<file path="config.mk">
export PLATFORM = sky130hd
export DESIGN_NAME = sequenciador_entrada
export DESIGN_NICKNAME = d
export VERILOG_FILES = /design/src/rtl/sequenciador_entrada.sv
export SDC_FILE = /design/constraint.sdc
export NUM_CORES = 1
export LEC_CHECK = 0
export CAP_MARGIN = 20
export CORE_MARGIN = 3
export CORE_UTILIZATION = 44
export DETAILED_ROUTE_END_ITERATION = 10
export GPL_TIMING_DRIVEN = 0
export MAX_ROUTING_LAYER = met4
export PLACE_DENSITY = 0.81
export SLEW_MARGIN = 30
export SYNTH_ARGS = -nofsm -noshare
export SYNTH_HDL_FRONTEND = slang
export SYNTH_SLANG_ARGS = --single-unit
export TNS_END_PERCENT = 5
</file>
<file path="constraint.sdc">
create_clock -name clk -period 1.6 [get_ports clk]
set_input_delay 0.32 -clock clk [delete_from_list [all_inputs] [get_ports clk]]
set_output_delay 0.32 -clock clk [all_outputs]
set_load 0.01 [all_outputs]
</file>
<file path="src/rtl/sequenciador_entrada.sv">
// Push-button entry sequencer.
// A raw, bouncing button goes through a two-flop synchronizer and a debouncer.
// Each accepted press produces a one-cycle entrada_botao pulse. The pulse
// advances a four-step entry stage: A, B, op, execute. ciclo_completo marks
// the cycle in which the stage wraps back to A. The cancelar input returns
// the sequence to stage A without disturbing the button front end.
module sequenciador_entrada #(
    parameter int DEBOUNCE_CICLOS = 4
) (
    input  logic       clk,
    input  logic       reset,
    input  logic       botao_bruto,
    input  logic       cancelar,
    output logic [1:0] contador_entrada,
    output logic       entrada_botao,
    output logic       ciclo_completo
);

    // Counter value at which a differing level has persisted long enough.
    localparam logic [7:0] LIMITE_DEBOUNCE = 8'(DEBOUNCE_CICLOS - 1);

    // Stage encoding as seen by the downstream decoder.
    localparam logic [1:0] ESTAGIO_A       = 2'b00;
    localparam logic [1:0] ESTAGIO_EXECUTA = 2'b11;

    // Next entry stage, wrapping from execute back to A.
    function automatic logic [1:0] proximo_estagio(input logic [1:0] estagio);
        proximo_estagio = estagio + 2'b01;
    endfunction

    // True when the stage about to be left is the last one of the sequence.
    function automatic logic fecha_ciclo(input logic [1:0] estagio);
        fecha_ciclo = (estagio == ESTAGIO_EXECUTA);
    endfunction

    // ------------------------------------------------------------------
    // Synchronizer: botao_meta may go metastable; only botao_sinc is used.
    // ------------------------------------------------------------------
    logic botao_meta;
    logic botao_sinc;

    // Two-flop synchronizer for the asynchronous button level.
    always_ff @(posedge clk) begin
        if (reset) begin
            botao_meta <= 1'b0;
            botao_sinc <= 1'b0;
        end else begin
            botao_meta <= botao_bruto;
            botao_sinc <= botao_meta;
        end
    end

    // ------------------------------------------------------------------
    // Debouncer: a changed level must persist DEBOUNCE_CICLOS cycles.
    // ------------------------------------------------------------------
    logic       botao_estavel;
    logic [7:0] contador_debounce;
    logic       nivel_difere;
    logic       nivel_aceito;
    logic       subida_aceita;

    assign nivel_difere  = (botao_sinc != botao_estavel);
    assign nivel_aceito  = nivel_difere && (contador_debounce == LIMITE_DEBOUNCE);
    assign subida_aceita = nivel_aceito && botao_sinc;

    // Debounce counter and stable level; any return to the stable level
    // discards the partial count, so short glitches never get through.
    always_ff @(posedge clk) begin
        if (reset) begin
            botao_estavel     <= 1'b0;
            contador_debounce <= 8'd0;
        end else if (!nivel_difere) begin
            contador_debounce <= 8'd0;
        end else if (nivel_aceito) begin
            botao_estavel     <= botao_sinc;
            contador_debounce <= 8'd0;
        end else begin
            contador_debounce <= contador_debounce + 8'd1;
        end
    end

    // ------------------------------------------------------------------
    // Entry stage: pulse on accepted rising level, advance when it ends.
    // ------------------------------------------------------------------

    // Press pulse, stage counter and wrap marker. cancelar overrides both
    // the increment and any pulse that would start at the same edge, so a
    // press coinciding with an abort is dropped rather than deferred.
    always_ff @(posedge clk) begin
        if (reset) begin
            contador_entrada <= ESTAGIO_A;
            entrada_botao    <= 1'b0;
            ciclo_completo   <= 1'b0;
        end else if (cancelar) begin
            contador_entrada <= ESTAGIO_A;
            entrada_botao    <= 1'b0;
            ciclo_completo   <= 1'b0;
        end else begin
            entrada_botao  <= subida_aceita;
            ciclo_completo <= entrada_botao && fecha_ciclo(contador_entrada);
            if (entrada_botao) begin
                contador_entrada <= proximo_estagio(contador_entrada);
            end
        end
    end

endmodule
</file>
### Word-level counts from Yosys, hierarchy flattened

Index checks and enable logic that the tools add are counted.
Widths: inputs -> output; s select.

* register bits after elaboration: 15
* bits in latches: 0
* bits in writable memories: 0
* bits in read-only memories: 0
* output and inout port bits: 4
* word-level logic and storage cells: 19
* memories: 0

* add/subtract/negate cells: 2
* multiply operators: 0
* div/mod/pow operators: 0
* order comparisons: 0
* equality and inequality tests: 3
* shifts and indexed selects: 0
* muxes and demuxes: 0
* bitwise gates (word level): 1
* reductions and logical operators: 6

Operator list (count)
* $add 8x1->8 const B: 1
* $eq 8x2->1 const B: 1
* $logic_and 1x1->1: 3
* $reduce_or 3->1: 1
* $add 2x1->2 const B: 1
* $eq 2x2->1 const B: 1
* $reduce_and 2->1: 1
* $reduce_or 2->1: 1
* $ne 1x1->1: 1
* $not 1->1: 1

### Longest topological paths before layout

* depth after elaboration: 3
* gate-level depth with buffers: 4

### Worst setup path after synthesis

No wires, ideal clock.

* path type: reg2reg
* from: register contador_debounce[0]
* to: register contador_debounce[2]
* library setup time: 131 ps
* arrival: 1458 ps
* slack: 11 ps
* cell stages (with the launch flop): 5
* buffers on the path: 0
* period minus slack after synthesis: 1589 ps
* cell sequence: dfxtp_1 -> ha_1 -> or4b_4 -> o211ai_1 -> nor2_1

* longest elaborated chain between the ends: 3
* elaborated cells on any way between the ends: 4

Ends and longest elaborated chain
* start: declaration: RTL line 57 `logic [7:0] contador_debounce;`
* start signal: assignment: RTL line 78 `contador_debounce <= contador_debounce + 8'd1;`
* parallel branches: the longest is 3 deep, another holds $add 8x1->8

Several ways; the timed one is not identified.
A chain may end at the register's enable or synchronous reset.

### Worst setup path in the final report

* from: register contador_debounce[0]
* to: register botao_estavel

* longest elaborated chain between the ends: 3

Ends and longest elaborated chain
* $eq 8x2->1: RTL line 63 `assign nivel_aceito = nivel_difere && (contador_debounce == LIMITE_DEBOUNCE);`
* $logic_and 1x1->1: RTL line 63
* $reduce_and 2->1 (no line)
* end signal: assignment: RTL line 75 `botao_estavel <= botao_sinc;`
* end: declaration: RTL line 56 `logic botao_estavel;`

Every way passes these cells.

==> run_results.csv <==
group,metric,value,unit
setup_path,rr_worst_depth,4,
yosys,yosysTopAreaCellShare,0.516,
timing,skew,1.41,ps
yosys,synth-compound-area-share,0.0860,
setup_path,cpLargestDelayFamily,"simple AND/OR/NAND/NOR gates",
drt,ant_nets,0,
setup_path,critPathCaptureType,"flip-flop",
power,irDropWorstVdd,0.585,mV
yosys,synth.top_cells.by_area,"dfxtp_1 (52%), xor2_1 (4.5%), ha_1 (4.3%)",
yosys,synth_cell_type_count,19,
global_route,first_global_vias,436,
placement,dp_hpwl,756,µm
yosys,ys_ff_latch,15,
global_route,grt_use_total,0.137,
min_path,hold_class,"reg -> reg",
setup_path,worstSetupPathType,"reg -> reg",
power,p_total,614,µW
floorplanning,design.portCount,8,
setup_path,critical_path.max_stage_delay,490,ps
setup_path,path_cells,"ha_2 > or4b_4 > or3_1 > a21oi_1",
floorplanning,fp.dieH,42.4,µm
yosys,synth_fa_ha_area_frac,0.0430,
drt,drtIter0Drc,26,
drt,wl_per_cell,12.7,µm
drt,drc,0,
floorplanning,start_util,0.497,
layout,insertedDiodeCount,0,
yosys,synth-seq-area-share,0.516,
global_route,grt_start_max_net_pins,9,
setup_path,critPathArrivalTime,1800,ps
global_route,grt_antenna_before_repair,0,
drt,detail_route.vias_per_cell,5.43,
floorplanning,std_cell_rows,12,
placement,port_buffers,7,
setup_path,cp_num_buf_inv,0,
cts,clkTransAtPathRegs,80,ps
timing,fin_crit_sh,0.988,
timing,setup-tns-final,0,ps
cts,clkSinkCount,15,
floorplanning,die_w,42.4,µm
timing,worst_pin_slew,301,ps
setup_path,r2r_slack,20,ps
layout,final_area,724,µm²
setup_path,cp-startpoint,"contador_debounce[0]$_SDFF_PP0_",
setup_path,r2r-end,"botao_estavel$_SDFFE_PP0P_",
yosys,synthesis.nets,67,
job,maxCapViolCount,0,
timing,timing.fmax,633,MHz
setup_path,crit_path_end,"botao_estavel$_SDFFE_PP0P_",
cts,cts_buffers,3,
cts,htree_levels,1,
power,p_per_area,848,nW/µm²
status,outcome,"complete, no violations",
timing,max_slew_margin,0.799,
layout,area_delta_synth_final,24.5,%
cts,clock_latency,280,ps
yosys,synthMuxAreaShare,0.0172,
yosys,syn_area,582,µm²
yosys,synthSimpleGateAreaFrac,0.243,
yosys,synth_xor_xnor_area_share,0.0753,
floorplanning,core_area,1170,µm²
placement,dpl.cell_count,82,
cts,cts_buffer_depth,2,
drt,routed_wl,1130,µm
setup_path,start_kind,"flip-flop",
layout,final_common_cell,"dfxtp_1",
cts,tritoncts,"done",
timing,final_hold_viol_count,0,
layout,layout_common_cells,"dfxtp_1 (12), clkdlybuf4s50_1 (7), nor2_1 (5)",
setup_path,path_depth,4,
timing,slew_viol_final,0,
timing,period_minus_slack,1580,ps
setup_path,crit_fanout,4,
global_route,grt_overflow_total,0,
layout,nets,82,
floorplanning,die_area,1790,µm²
yosys,yosysWarnings,0,
yosys,synth_cells,61,
cts,root_buffer,"clkbuf_4",
cts,holdBufCountCts,0,
drt,vias,483,
layout,stdcell_count,89,
global_route,grt_first_pass_wirelength,1800,µm
placement,dpl_cell_area,669,µm²
setup_path,timing.rr.start,"contador_debounce[0]$_SDFF_PP0_",
yosys,synth_top_family_by_area,"simple AND/OR/NAND/NOR gates",
layout,layout-drive-gt1-share,0.160,
setup_path,cp_slowest_cell,"or4b_4",
timing,setup_viol,0,
setup_path,required,1820,ps
placement,gp_congestion,0.754,
power,p_leak,0.000255,µW
yosys,yosys.area.top_type,"dfxtp_1",
min_path,hold_depth,1,
drt,dr.pass1.iters,7,
yosys,postSynthAreaPerCell,9.54,µm²
-- routing by layer --
metal	global-route usage	routed length, µm
met5	-	0
met3	0.0386	44
met4	0.0559	22
met1	0.142	474
met2	0.240	591
-- worst reg2reg max path, cell delays in order, from the launching register on --
cell and delay, ps:
dfxtp_2 340, ha_2 200, or4b_4 490, or3_1 360, a21oi_1 120
-- kinds of logic after synthesis --
family	after synthesis
AOI/OAI and AO/OA	9
adders and majority gates	2
buffers and inverters	3
and+or+nand+nor	26
DFF	15
xor gates and xnor gates	5
muxes	1
-- how the worst min path moves through the flow --
stage | startpoint | to | slack (ps)
finish | botao_meta$_SDFF_PP0_ | botao_sinc$_SDFF_PP0_ | 480
global placement | botao_meta$_SDFF_PP0_ | botao_sinc$_SDFF_PP0_ | 420
floorplan | reset | botao_estavel$_SDFFE_PP0P_ | 390
detailed placement | botao_meta$_SDFF_PP0_ | botao_sinc$_SDFF_PP0_ | 440
global route | botao_meta$_SDFF_PP0_ | botao_sinc$_SDFF_PP0_ | 510
CTS | botao_meta$_SDFF_PP0_ | botao_sinc$_SDFF_PP0_ | 460
-- report_power, final --
part | switching (µW) | internal [µW] | total (µW) | leakage [µW]
Combinational | 10.5 | 11.3 | 21.8 | 0.000117
Clock | 118 | 96.9 | 215 | 0.0000150
Sequential | 1.61 | 376 | 378 | 0.000123
Total | 130 | 484 | 614 | 0.000255
-- per-stage QoR --
| stage | setup slack, ps | hold slack [ps] | util |
|---|---|---|---|
| 2_1_floorplan | 10.5 | 389 | - |
| 3_3_place_gp | -215 | 417 | 0.572 |
| 5_1_grt | -2.92 | 509 | 0.619 |
| 6_report | 19.9 | 482 | 0.619 |
| 4_1_cts | 6.84 | 456 | 0.611 |
| 3_5_place_dp | -165 | 440 | 0.572 |
-- repair_timing --
action	in CTS	in global routing
buffers inserted	2	1
pin swaps	1	0
resized for setup	3	1
setup endpoints to repair	7	8
-- Yosys cell counts --
master / count
xor2_1: 3
o211ai_1: 1
nor3_1: 4
xnor2_1: 2
dfxtp_1: 15
nor2_1: 5
inv_1: 3
or3_2: 1
or4b_4: 1
or4_1: 2
mux2i_1: 1
a21oi_1: 4
nor2b_1: 2
nand2_1: 4
ha_1: 2
o21ai_0: 3
nand3_1: 4
or3_1: 3
o31ai_1: 1
-- registers in the layout, indices dropped and copies added (netlist names) --
name	cells
botao_estavel	1
botao_meta	1
botao_sinc	1
ciclo_completo	1
contador_debounce	8
contador_entrada	2
entrada_botao	1
-- final cells by class --
class                   count  area (µm²)
multi-input cells          43         273
fillers                   101         447
well taps                  14        17.5
inverters                   3        11.3
repair buffers             10        92.6
clock buffers               4        26.3
flip-flops and latches     15         304
No activity file was read; power rests on OpenSTA's default activity.
